==> config.mk <==
export PLATFORM = sky130hd
export DESIGN_NAME = wave_capture_ctrl
export DESIGN_NICKNAME = d
export VERILOG_FILES = /design/src/rtl/wave_capture_pkg.sv /design/src/rtl/wave_trigger_detect.sv /design/src/rtl/wave_capture_ctrl.sv
export SDC_FILE = /design/constraint.sdc
export NUM_CORES = 1
export LEC_CHECK = 0
export ABC_AREA = 1
export ABC_CLOCK_PERIOD_IN_PS = 1680
export CORE_MARGIN = 4
export CORE_UTILIZATION = 46
export CTS_BUF_LIST = sky130_fd_sc_hd__clkbuf_16
export DETAILED_ROUTE_END_ITERATION = 6
export PLACE_DENSITY = 0.85
export SYNTH_ARGS = -nofsm -noshare
export SYNTH_HDL_FRONTEND = slang
export SYNTH_SLANG_ARGS = --single-unit
==> constraint.sdc <==
create_clock -name clk -period 1.68 [get_ports clk]
set_input_delay 0.336 -clock clk [delete_from_list [all_inputs] [get_ports clk]]
set_output_delay 0.336 -clock clk [all_outputs]
set_load 0.005 [all_outputs]
==> src/rtl/wave_capture_pkg.sv <==
// Shared types and constants for the waveform capture controller.
package wave_capture_pkg;

  // Capture sequencer states; 2'b11 is unused and recovers to ST_ARMED.
  typedef enum logic [1:0] {
    ST_ARMED  = 2'b00,
    ST_ACTIVE = 2'b01,
    ST_WAIT   = 2'b10
  } state_t;

  // Default log2 of samples per RAM half (256 samples per half).
  localparam int HALF_LOG2_DEFAULT = 8;

  // XOR mask turning the top byte of a two's-complement sample into offset binary.
  localparam logic [7:0] OFFSET_BIN_FLIP = 8'h80;

endpackage

==> src/rtl/wave_trigger_detect.sv <==
// Positive-going zero-crossing detector: remembers whether the previous
// accepted sample was negative and flags a sample >= 0 that follows it.
module wave_trigger_detect (
  input  logic clk,
  input  logic rst_n,
  input  logic sample_valid_i,
  input  logic sample_neg_i,
  output logic trigger_o
);

  logic prev_neg_q;
  logic prev_neg_d;

  // Sign of the most recent accepted sample, tracked in every state.
  always_comb begin
    prev_neg_d = prev_neg_q;
    if (sample_valid_i) prev_neg_d = sample_neg_i;
  end

  // prev_neg register, cleared by the asynchronous active-low reset.
  always_ff @(posedge clk or negedge rst_n) begin
    if (!rst_n) prev_neg_q <= 1'b0;
    else        prev_neg_q <= prev_neg_d;
  end

  assign trigger_o = sample_valid_i && prev_neg_q && !sample_neg_i;

endmodule

==> src/rtl/wave_capture_ctrl.sv <==
// Waveform capture sequencer for the double-buffered 512-entry waveform RAM.
// Arms on a positive zero crossing, writes 2^HALF_LOG2 samples into the half
// the display is not showing, then flips read_index once the display is idle.
// Optional macro WAVE_CAPTURE_TIMEOUT_EN forces a capture after TIMEOUT
// trigger-less samples while armed.
// Write port: write_en is a one-cycle strobe with write_address/write_sample
// valid in the same cycle; there is no back-pressure, one write per accepted
// sample, issued one clock after sample_valid.
module wave_capture_ctrl
  import wave_capture_pkg::*;
#(
  parameter int SAMPLE_W  = 16,
  parameter int HALF_LOG2 = HALF_LOG2_DEFAULT,
  parameter int TIMEOUT   = 4096
) (
  input  logic                 clk,
  input  logic                 reset,
  input  logic                 sample_valid,
  input  logic [SAMPLE_W-1:0]  sample_in,
  input  logic                 display_idle,
  output logic                 write_en,
  output logic [HALF_LOG2:0]   write_address,
  output logic [7:0]           write_sample,
  output logic                 read_index,
  output state_t               state_dbg
);

  localparam logic [HALF_LOG2-1:0] CNT_ONE  = HALF_LOG2'(1);
  localparam logic [HALF_LOG2-1:0] CNT_LAST = {HALF_LOG2{1'b1}};

  state_t               state_q, state_d;
  logic [HALF_LOG2-1:0] count_q, count_d;
  logic                 read_index_q, read_index_d;
  logic                 write_en_q, write_en_d;
  logic [HALF_LOG2:0]   write_address_q, write_address_d;
  logic [7:0]           write_sample_q, write_sample_d;

  logic                 trigger;
  logic                 timeout_hit;
  logic                 start;
  logic [7:0]           sample_ob;

  wave_trigger_detect u_trig (
    .clk            (clk),
    .rst_n          (reset),
    .sample_valid_i (sample_valid),
    .sample_neg_i   (sample_in[SAMPLE_W-1]),
    .trigger_o      (trigger)
  );

  assign sample_ob = sample_in[SAMPLE_W-1 -: 8] ^ OFFSET_BIN_FLIP;
  assign start     = (state_q == ST_ARMED) && sample_valid && (trigger || timeout_hit);

  if (SAMPLE_W > 8) begin : g_low_bits
    logic unused_low_bits;
    assign unused_low_bits = ^sample_in[SAMPLE_W-9:0];
  end

`ifdef WAVE_CAPTURE_TIMEOUT_EN
  localparam int TO_W = $clog2(TIMEOUT + 1);
  logic [TO_W-1:0] to_cnt_q, to_cnt_d;

  assign timeout_hit = (to_cnt_q == TO_W'(TIMEOUT - 1));

  // Armed-sample counter; held at zero outside ARMED and cleared on capture start.
  always_comb begin
    to_cnt_d = to_cnt_q;
    if (state_q != ST_ARMED || start) to_cnt_d = '0;
    else if (sample_valid)            to_cnt_d = to_cnt_q + TO_W'(1);
  end

  // Timeout counter register.
  always_ff @(posedge clk or negedge reset) begin
    if (!reset) to_cnt_q <= '0;
    else        to_cnt_q <= to_cnt_d;
  end
`else
  localparam int unused_timeout = TIMEOUT;
  assign timeout_hit = 1'b0;
`endif

  // Next-state and registered-output decode for the capture sequencer.
  always_comb begin
    state_d         = state_q;
    count_d         = count_q;
    read_index_d    = read_index_q;
    write_en_d      = 1'b0;
    write_address_d = write_address_q;
    write_sample_d  = write_sample_q;
    case (state_q)
      ST_ARMED: begin
        if (start) begin
          write_en_d      = 1'b1;
          write_address_d = {~read_index_q, {HALF_LOG2{1'b0}}};
          write_sample_d  = sample_ob;
          count_d         = CNT_ONE;
          state_d         = ST_ACTIVE;
        end
      end
      ST_ACTIVE: begin
        if (sample_valid) begin
          write_en_d      = 1'b1;
          write_address_d = {~read_index_q, count_q};
          write_sample_d  = sample_ob;
          count_d         = count_q + CNT_ONE;
          if (count_q == CNT_LAST) state_d = ST_WAIT;
        end
      end
      ST_WAIT: begin
        if (display_idle) begin
          read_index_d = ~read_index_q;
          state_d      = ST_ARMED;
        end
      end
      default: begin
        state_d = ST_ARMED;
        count_d = '0;
      end
    endcase
  end

  // Sequencer state and registered write-port outputs.
  always_ff @(posedge clk or negedge reset) begin
    if (!reset) begin
      state_q         <= ST_ARMED;
      count_q         <= '0;
      read_index_q    <= 1'b0;
      write_en_q      <= 1'b0;
      write_address_q <= '0;
      write_sample_q  <= '0;
    end else begin
      state_q         <= state_d;
      count_q         <= count_d;
      read_index_q    <= read_index_d;
      write_en_q      <= write_en_d;
      write_address_q <= write_address_d;
      write_sample_q  <= write_sample_d;
    end
  end

  assign write_en      = write_en_q;
  assign write_address = write_address_q;
  assign write_sample  = write_sample_q;
  assign read_index    = read_index_q;
  assign state_dbg     = state_q;

endmodule

# After elaboration in Yosys (flattened, before gate mapping)
# Cells that the tools add are included.
dict set report totals {
  wordCells 46
  regBits 30
}
dict set report op_classes {
  muxes 17
  n_reduce_logical 11
  n_addsub 1
  n_eq_ne 7
  n_bitwise 3
}
# op n
set op_table {}
lappend op_table {{$mux W8} 4}
lappend op_table {{$pmux W8 S3} 1}
lappend op_table {{$mux W9} 2}
lappend op_table {{$pmux W9 S2} 1}
lappend op_table {{$pmux W8 S2} 1}
lappend op_table {{$add A8 B1 Y8 const B} 1}
lappend op_table {{$eq A8 B8 Y1 const B} 1}
lappend op_table {{$mux W2} 4}
lappend op_table {{$ne A2 B2 Y1 const B} 4}
lappend op_table {{$pmux W2 S3} 1}
lappend op_table {{$reduce_and A3 Y1} 2}
lappend op_table {{$logic_and A1 B1 Y1} 4}
lappend op_table {{$reduce_and A4 Y1} 1}
lappend op_table {{$not A1 Y1} 3}
lappend op_table {{$eq A2 B1 Y1 const B} 1}
lappend op_table {{$eq A2 B2 Y1 const B} 1}
lappend op_table {{$logic_not A2 Y1} 1}
lappend op_table {{$mux W1} 2}
lappend op_table {{$pmux W1 S2} 1}
lappend op_table {{$reduce_and A2 Y1} 1}
lappend op_table {{$reduce_bool A2 Y1} 1}
lappend op_table {{$logic_not A1 Y1} 1}

# Depth between registers and ports, before layout
# Gate-level depths: netlist of the first run.
dict set report logic_depth {
  ltp_word 5
  depth_mapped 8
  mapped_depth_nobuf 8
}

# By module
# From an unflattened synthesis of the first run, not the netlist that was laid out.
dict set report hier_totals {
  hier_cells 165
  area_unflattened_um2 1392.6
}
# mod area_each_um2 seq_area_each_um2 n_inst cells_per_inst
set modules_own_cells {}
lappend modules_own_cells {wave_capture_ctrl 1345.0 725.7 1 158}
lappend modules_own_cells {wave_trigger_detect 47.5 25.0 1 7}

# Worst setup path after synthesis of the first run
# OpenSTA, ideal clock, no wires.
dict set report synth_path {
  path_kind {flip-flop to flip-flop}
  start {reg state_q[1] (netlist: state_dbg[1])}
  end {reg write_address_q[1] (netlist: write_address[1])}
  synth_period_minus_slack_ns 1.212
  t_arrival_ns 1.096
  stages_incl_launch_ff 8
  setup_slack_ns 0.468
  n_path_buf 1
  cell_sequence {dfrtp_1 -> nor2_4 -> nand2_4 -> nand2_4 -> inv_4 -> buf_6 -> nand2_1 -> nand2_1}
}
dict set report synth_via {
  elab_chain_cells 5
  elab_cells_between_ends 9
  classes_between {eq/ne: 3; mux: 1; reduce/logical: 5}
}
# item line
set synth_rtl {}
lappend synth_rtl {{start, declared} wave_capture_ctrl.sv:31} ;# state_t state_q, state_d;
lappend synth_rtl {{start signal, assigned} wave_capture_ctrl.sv:132} ;# state_q <= state_d;
lappend synth_rtl {{$logic_not A2 Y1} {wave_capture_ctrl.sv:52, wave_capture_ctrl.sv:90}}
lappend synth_rtl {{$logic_and A1 B1 Y1 (2 in a row)} wave_capture_ctrl.sv:52} ;# assign start = (state_q == ST_ARMED) && sample_valid && (trigger || timeout_hit);
lappend synth_rtl {{$ne A2 B2 Y1 (no line)} --}
lappend synth_rtl {{$reduce_and A3 Y1 (no line)} --}
lappend synth_rtl {{end signal, assigned} wave_capture_ctrl.sv:136} ;# write_address_q <= write_address_d;
lappend synth_rtl {{end, declared} wave_capture_ctrl.sv:35} ;# logic [HALF_LOG2:0] write_address_q, write_address_d;
# Several ways; a longest one is shown, not always the timed one.
# A chain may end at the register's enable or synchronous reset.

# Final worst setup path of the first run
dict set report layout_path {
  start {reg state_q[1] (netlist: state_dbg[1])}
  end {out state_dbg[1]}
}
# item line
set layout_rtl {}
lappend layout_rtl {{end, declared} wave_capture_ctrl.sv:25} ;# output state_t state_dbg
# No word-level cell between the ends.

==> metrics.log, run 1 <==
[metrics] Max transition margin: 74.72%
[metrics] combined buffer and inverter count along the critical path: 1
[metrics] CP endpoint kind: output pin
[metrics] sinks on the clock net: 30
[metrics] Internal Pwr Total: just under 2000 uW
[metrics] peak clock frequency supported by timing: 0.6375 GHz
[metrics] post-route antenna net violation count: 0
[metrics] proportion of power drawn by combinational gates: 35.2%
[metrics] delay contributed by the slowest stage of the critical path: 0.53 ns
[metrics] HPWL Detailed: roughly 2.2 mm
[metrics] full die area: 0.003903 mm^2
[metrics] Synth Warn #: 0
[metrics] wirelength, routed: 3.003 mm
[metrics] Die Span X: 62.48 um
[metrics] cell area power density: roughly 1600 mW/mm^2
[metrics] top-level I/O count: 41
[metrics] placement-stage worst setup slack: -0.03677 ns
[metrics] sequential share of the synthesized area: 55.00%
[metrics] clock transition at the registers of the reported paths: 0.05 ns
[metrics] count of cell types in the netlist: 22
[metrics] setup repair after global routing missed its margin: no
[metrics] number of max-slew violations in the final report: 0
[metrics] portion of total power attributed to sequential cells: between 30% and 40%
[metrics] depth of the most critical reg-to-reg path: 7
[metrics] Ant. Diodes: 0
[metrics] first-pass GRT wire length: approximately 5.3 mm
[metrics] worst-case vdd ir drop: between 0.0008 and 0.0009 V
[metrics] Tightest Pin Transition: 0.3792 ns
[metrics] number of placed cells counting well taps: 226
[metrics] nets in the synthesized netlist: between 150 and 200
[metrics] run status: finished clean
[metrics] DRC violation total after the first TritonRoute iteration: 66
[metrics] required time of the critical path: 1.34 ns
[metrics] Fin Setup TNS: 0 ns
[metrics] cell at the slowest stage of the critical path: sky130_fd_sc_hd__clkdlybuf4s50_1
[metrics] min Tclk post-route: 1.569 ns
[metrics] non-filler instance count after layout: 234
[metrics] routed vias: around 1200
[metrics] wire length per cell after detailed routing: 12.83 um
[metrics] number of detailed-route iterations in the first pass: 4
[metrics] post-place instance area: 0.001724 mm^2
[metrics] Final period util: 93.37%
[metrics] fraction of final layout cells with drive strength greater than 1: 8.867%
[metrics] clock group share of total power: ~28%
[metrics] worst path arrival time: 1.23 ns
[metrics] CTS tree: built
[metrics] Worst Slack Setup Final: 0.1113 ns
[metrics] effective utilization at floorplan: about half
[metrics] switching power as a share of total power: 32.08%
[metrics] Hold Violations, Final: 0
[metrics] leak pwr: 0.0008897 uW
[metrics] largest net degree at the start of global routing: 31
[metrics] Crit path max-delay family: buffers and inverters
[metrics] via count of the first global-routing pass: 1177
[metrics] maximum clock skew at final layout: 0.004434 ns
[metrics] Final Instance Area: 0.001862 mm^2
[metrics] number of buffers between clock root and the deepest sink: 2
[metrics] Worst Path Max Fanout: 7
[metrics] GRT Resource Usage Total: between 10% and 20%
[metrics] drt drc: 0
[metrics] Levels on crit path: 1
[metrics] Cell Rows: 19
[metrics] count of endpoints failing setup in the final report: 0
[metrics] cell at the root of the clock tree: sky130_fd_sc_hd__clkbuf_16
[metrics] fin nets: 223
[metrics] Worst Hold Class: in2async
[metrics] area share of the leading cell type in the synthesized netlist: a little over half
[metrics] synthesized area divided by synthesized cell count: approximately 8.4 um^2
[metrics] final hold slack: 0.4627 ns
[metrics] aggregate global routing overflow: 0
[metrics] library cell occupying the most area in the post-synthesis netlist: sky130_fd_sc_hd__dfrtp_1
[metrics] P_sw: 934.2 uW
[metrics] CTS buffer count: 5
[metrics] flop and latch count out of synthesis: 30
[metrics] Skew-Pair Late Insertion Delay: ~0.27 ns
[metrics] category of the worst setup path launch point: register
[metrics] RD Place Congestion: 0.8400
[metrics] start-to-end type of the worst setup path: reg2out
[metrics] post-CTS setup buffers: 0
[metrics] area of the core region: 0.002805 mm^2
[metrics] top post-synthesis cells by area: sky130_fd_sc_hd__dfrtp_1, sky130_fd_sc_hd__nand2_1, sky130_fd_sc_hd__nand3_1
[metrics] number of buffer cells added on primary ports: 32
[metrics] H-tree depth reported by CTS: 2
[metrics] reported max-cap violation count: 0
[metrics] series of cell instances along the critical path: clkdlybuf4s50_1
[metrics] Synth Instances: 162
[metrics] Vias per Instance: 5.085
[metrics] area added between synthesis and finish: 36.39%
[metrics] vertical die dimension: 62.48 um
[metrics] number of antenna violations at the first check in global routing: 0
[metrics] mapped cell area: 0.001365 mm^2
[worst paths after layout]
kind                            startpoint                end  slack (ns)
max                           state_dbg[1]       state_dbg[1]        0.11
min reg2reg                write_sample[6]    write_sample[6]        0.47
min in group clk           write_sample[6]    write_sample[6]        0.47
min                                  reset  u_trig.prev_neg_q        0.46
max in group asynchronous            reset       state_dbg[1]        0.92
max reg2reg                   state_dbg[0]   write_address[3]        0.34
[synth_stat cells]
master                     instances
sky130_fd_sc_hd__inv_1            11
sky130_fd_sc_hd__ha_1              1
sky130_fd_sc_hd__nand3_2           1
sky130_fd_sc_hd__nand2_2           1
sky130_fd_sc_hd__nand3_1          13
sky130_fd_sc_hd__inv_2             1
sky130_fd_sc_hd__buf_6             2
sky130_fd_sc_hd__o21ai_1           2
sky130_fd_sc_hd__o21ai_0          12
sky130_fd_sc_hd__inv_4             1
sky130_fd_sc_hd__nor2_4            1
sky130_fd_sc_hd__nand4_1           2
sky130_fd_sc_hd__nor2_2            1
sky130_fd_sc_hd__nand2_1          67
sky130_fd_sc_hd__o21bai_1          1
sky130_fd_sc_hd__buf_4             1
sky130_fd_sc_hd__nand2_4           2
sky130_fd_sc_hd__dfrtp_1          30
sky130_fd_sc_hd__nor2_1            9
sky130_fd_sc_hd__xnor2_1           1
sky130_fd_sc_hd__nand3b_1          1
sky130_fd_sc_hd__o21a_1            1
[registers in the layout (all words and copies together), names as in the netlist]
name	count
count_q	8
read_index	1
state_dbg	2
u_trig.prev_neg_q	1
write_address	9
write_en	1
write_sample	8
[power by group through the flow]
stage	clock network [uW]	registers [uW]	logic, uW
2_1_floorplan	0	1090	531
3_3_place_gp	0	1070	998
3_5_place_dp	0	1090	1040
4_1_cts	824	1080	1040
5_1_grt	870	1110	1140
6_report	803	1080	1030
[metrics by stage]
| stage | total power, uW | utilization (%) |
|---|---|---|
| 6_report | 2912 | 66.37 |
| 2_1_floorplan | 1620 | - |
| 3_3_place_gp | 2073 | 61.46 |
| 3_5_place_dp | 2126 | 61.46 |
| 5_1_grt | 3127 | 66.37 |
| 4_1_cts | 2946 | 66.32 |
[repair_timing]
item,in CTS,in global routing
hold buffers,0,0
gates resized for setup,0,1
setup endpoints to repair,0,1
[cell families after synthesis]
family / after synthesis / share of synthesized area [%]
buf+inv: 16 / 5.958
fa+ha+maj: 1 / 0.9164
simple gates: 98 / 31.26
compound gates: 16 / 6.233
flops: 30 / 55.00
xor+xnor: 1 / 0.6417
[cell type report]
| cell class | instances | area [um^2] |
|---|---|---|
| Sequential cell | 30 | 752.0 |
| Clock inverter | 3 | 11.26 |
| Fill cell | 243 | 943.4 |
| Multi-Input combinational cell | 116 | 533.0 |
| Inverter | 13 | 51.30 |
| Clock buffer | 5 | 125.1 |
| Timing Repair Buffer | 36 | 350.3 |
| Tap cell | 31 | 38.79 |
[layer usage]
metal / GRT usage [%] / routed length, um
met1: 18.89 / 1281
met2: 30.49 / 1529
met3: 6.295 / 169
met4: 4.959 / 23
met5: 0 / 0
[cell usage in the layout (no fill, tap or decap), types with 2 or more instances in the layout]
cell type	n
sky130_fd_sc_hd__buf_4	4
sky130_fd_sc_hd__clkdlybuf4s50_1	32
sky130_fd_sc_hd__nand3_1	13
sky130_fd_sc_hd__o21ai_0	12
sky130_fd_sc_hd__o21ai_1	2
sky130_fd_sc_hd__nand4_1	2
sky130_fd_sc_hd__inv_1	11
sky130_fd_sc_hd__nand2_4	2
sky130_fd_sc_hd__dfrtp_1	29
sky130_fd_sc_hd__clkinv_1	3
sky130_fd_sc_hd__clkbuf_16	5
sky130_fd_sc_hd__nand2_1	67
sky130_fd_sc_hd__nor2_1	9
No activity file was read; power rests on OpenSTA's default activity.
==> run 2: changes to the inputs <==
--- a/config.mk
+++ b/config.mk
@@ -10,6 +10,7 @@
 export CORE_MARGIN = 4
 export CORE_UTILIZATION = 46
 export CTS_BUF_LIST = sky130_fd_sc_hd__clkbuf_16
+export CTS_CLUSTER_DIAMETER = 150
 export DETAILED_ROUTE_END_ITERATION = 6
 export PLACE_DENSITY = 0.85
 export SYNTH_ARGS = -nofsm -noshare
==> results of run 2 <==
Same layout as run 1: the final DEF is identical, and so are final timing and power.
==> run 3: changes to the inputs <==
--- a/config.mk
+++ b/config.mk
@@ -6,7 +6,7 @@
 export NUM_CORES = 1
 export LEC_CHECK = 0
 export ABC_AREA = 1
-export ABC_CLOCK_PERIOD_IN_PS = 1680
+export ABC_CLOCK_PERIOD_IN_PS = 1700
 export CORE_MARGIN = 4
 export CORE_UTILIZATION = 46
 export CTS_BUF_LIST = sky130_fd_sc_hd__clkbuf_16
==> constraint.sdc (replaced) <==
create_clock -name clk -period 1.7 [get_ports clk]
set_input_delay 0.34 -clock clk [delete_from_list [all_inputs] [get_ports clk]]
set_output_delay 0.34 -clock clk [all_outputs]
set_load 0.005 [all_outputs]
==> metrics.log, run 3 (synthesis results as in run 1) <==
[metrics] number of detailed-route iterations in the first pass: 4 (unchanged)
[metrics] worst path arrival time: 1.30 ns (+0.07 ns)
[metrics] min Tclk post-route: 1.642 ns
[metrics] series of cell instances along the critical path: clkdlybuf4s50_1
[metrics] highest-count cells in the layout ignoring fill and taps: sky130_fd_sc_hd__nand2_1, sky130_fd_sc_hd__clkdlybuf4s50_1, sky130_fd_sc_hd__dfrtp_1
[metrics] P_sw: 921.0 uW (-1.4%)
[metrics] post-route antenna net violation count: 0 (unchanged)
[metrics] start-to-end type of the worst setup path: reg2out
[metrics] reported max-cap violation count: 0 (unchanged)
[metrics] area of the core region: 0.002805 mm^2 (unchanged)
[metrics] run status: finished clean
[metrics] number of max-slew violations in the final report: 0 (unchanged)
[metrics] clock transition at the registers of the reported paths: 0.05 ns (about the same)
[metrics] delay contributed by the slowest stage of the critical path: 0.56 ns (+0.03 ns)
[metrics] top-level I/O count: 41 (unchanged)
[metrics] clock group share of total power: 27.8% (+0.2 points)
[metrics] fraction of final layout cells with drive strength greater than 1: 8.867% (unchanged)
[metrics] maximum clock skew at final layout: 0.002733 ns (-0.001701 ns)
[metrics] cts-stage hold buffer count: 0 (unchanged)
[metrics] full die area: 0.003903 mm^2 (unchanged)
[metrics] GRT Resource Usage Total: 16.73% (-0.36 points)
[metrics] via count of the first global-routing pass: 1218 (+3.5%)
[metrics] cell area power density: 1544 mW/mm^2 (-1.3%)
[metrics] routed vias: 1200 (+0.84%)
[metrics] wire length per cell after detailed routing: 13.03 um (+1.6%)
[metrics] DRC violation total after the first TritonRoute iteration: 33 (-50%)
[metrics] largest net degree at the start of global routing: 31 (unchanged)
[metrics] cts repair resizes: 0 (unchanged)
[metrics] effective utilization at floorplan: 48.66% (unchanged)
[metrics] peak clock frequency supported by timing: 0.6092 GHz
[metrics] Hold Violations, Final: 0 (unchanged)
[metrics] Worst Hold Class: in2async
[metrics] Internal Pwr Total: 1953 uW (-1.3%)
[metrics] H-tree depth reported by CTS: 2 (unchanged)
[metrics] portion of total power attributed to sequential cells: 37.2% (about the same)
[metrics] number of buffer cells added on primary ports: 32 (unchanged)
[metrics] Max transition margin: 74.91% (+0.19 points)
[metrics] setup repair after global routing missed its margin: no
[metrics] Die Span X: 62.48 um (unchanged)
[metrics] first-pass GRT wire length: 5.237 mm (-1.5%)
[metrics] category of the worst setup path launch point: register
[metrics] area added between synthesis and finish: 36.39% (unchanged)
[metrics] vertical die dimension: 62.48 um (unchanged)
[metrics] count of endpoints failing setup in the final report: 0 (unchanged)
[metrics] drt drc: 0 (unchanged)
[metrics] CP endpoint kind: output pin
[metrics] RD Place Congestion: 0.8407 (about the same)
[metrics] required time of the critical path: 1.36 ns (+0.02 ns)
[metrics] most common cell after layout, fill and taps aside: sky130_fd_sc_hd__nand2_1
[metrics] worst-case vdd ir drop: 0.0008074 V (-2.1%)
[metrics] wirelength, routed: 3.050 mm (+1.6%)
[metrics] cell at the slowest stage of the critical path: sky130_fd_sc_hd__clkdlybuf4s50_1
[metrics] post-CTS setup buffers: 0 (unchanged)
[metrics] Final period util: 96.56%
[metrics] Vias per Instance: 5.128 (+0.84%)
[metrics] Cell Rows: 19 (unchanged)
[metrics] Worst Path Max Fanout: 7 (unchanged)
[metrics] HPWL Detailed: 2.210 mm (-0.37%)
[metrics] final hold slack: 0.4596 ns (-0.003148 ns)
[metrics] Crit path max-delay family: buffers and inverters
[metrics] sinks on the clock net: 30 (unchanged)
[metrics] combined buffer and inverter count along the critical path: 1 (unchanged)
[metrics] Tightest Pin Transition: 0.3763 ns (-0.002830 ns)
[metrics] leak pwr: 0.0008974 uW (+0.86%)
[metrics] Ant. Diodes: 0 (unchanged)
[metrics] number of buffers between clock root and the deepest sink: 2 (unchanged)
[metrics] proportion of power drawn by combinational gates: 35.0% (-0.2 points)
[metrics] fin nets: 223 (unchanged)
[metrics] CTS buffer count: 5 (unchanged)
[metrics] max reg flops: 9 (unchanged)
[metrics] end-of-flow core utilization: 66.37% (unchanged)
[metrics] CTS tree: built
[metrics] switching power as a share of total power: 32.04% (-0.033 points)
[metrics] Skew-Pair Late Insertion Delay: 0.27 ns (about the same)
[metrics] number of antenna violations at the first check in global routing: 0 (unchanged)
[metrics] aggregate global routing overflow: 0 (unchanged)
[metrics] cell at the root of the clock tree: sky130_fd_sc_hd__clkbuf_16
## run 3: cell count changes in the layout (fill, tap and decap cells not counted), sizes merged
cell,previous run,this run
clkinv,3,2
inv,13,14
## run 3: path summary, 6_finish.rpt
kind                                       from               end  slack [ns]  cells after the start
worst min register to register  write_sample[6]   write_sample[6]        0.47                      2
worst max register to register     state_dbg[0]  write_address[3]        0.34                      7
worst min-delay path                      reset      state_dbg[0]        0.46                      2
min in group clk                write_sample[6]   write_sample[6]        0.47                      2
worst max-delay path               state_dbg[1]      state_dbg[1]        0.06                      1
max in group asynchronous                 reset  write_address[0]        0.96                      2
## run 3: cell type report
| class | count | area (um^2) |
|---|---|---|
| clock inverters | 3 | 12.51 |
| clock buffers | 5 | 125.1 |
| repair buffers | 36 | 350.3 |
| multi-input cells | 116 | 533.0 |
| flip-flops and latches | 30 | 750.7 |
| fillers | 222 | 943.4 |
| inverters | 13 | 51.30 |
| well taps | 31 | 38.79 |
## run 3: metrics by stage
stage / cell area (um^2) / setup slack, ns / std cells / total power (uW) / TNS [ns]
floorplan: 1365 / 0.4875 / 162 / 1601 / 0
global placement: 1724 / 0.04465 / 226 / 2049 / 0
detailed placement: 1724 / -0.03890 / 226 / 2093 / -0.05998
CTS: 1862 / 0.04849 / 234 / 2910 / 0
global route: 1862 / 0.01131 / 234 / 3071 / 0
finish: 1862 / 0.05849 / 234 / 2874 / 0
## run 3: metal layers
metal | routed length [um] | track usage (%)
met1 | 1264 | 17.36
met2 | 1614 | 30.76
met3 | 155 | 5.755
met4 | 15 | 6.336
met5 | 0 | 0
## run 3: power by group through the flow
stage / logic (uW) / clock network (uW) / registers [uW]
2_1_floorplan: 524 / 0 / 1080
3_3_place_gp: 986 / 0 / 1060
3_5_place_dp: 1020 / 0 / 1080
4_1_cts: 1020 / 822 / 1070
5_1_grt: 1120 / 857 / 1090
6_report: 1010 / 799 / 1070
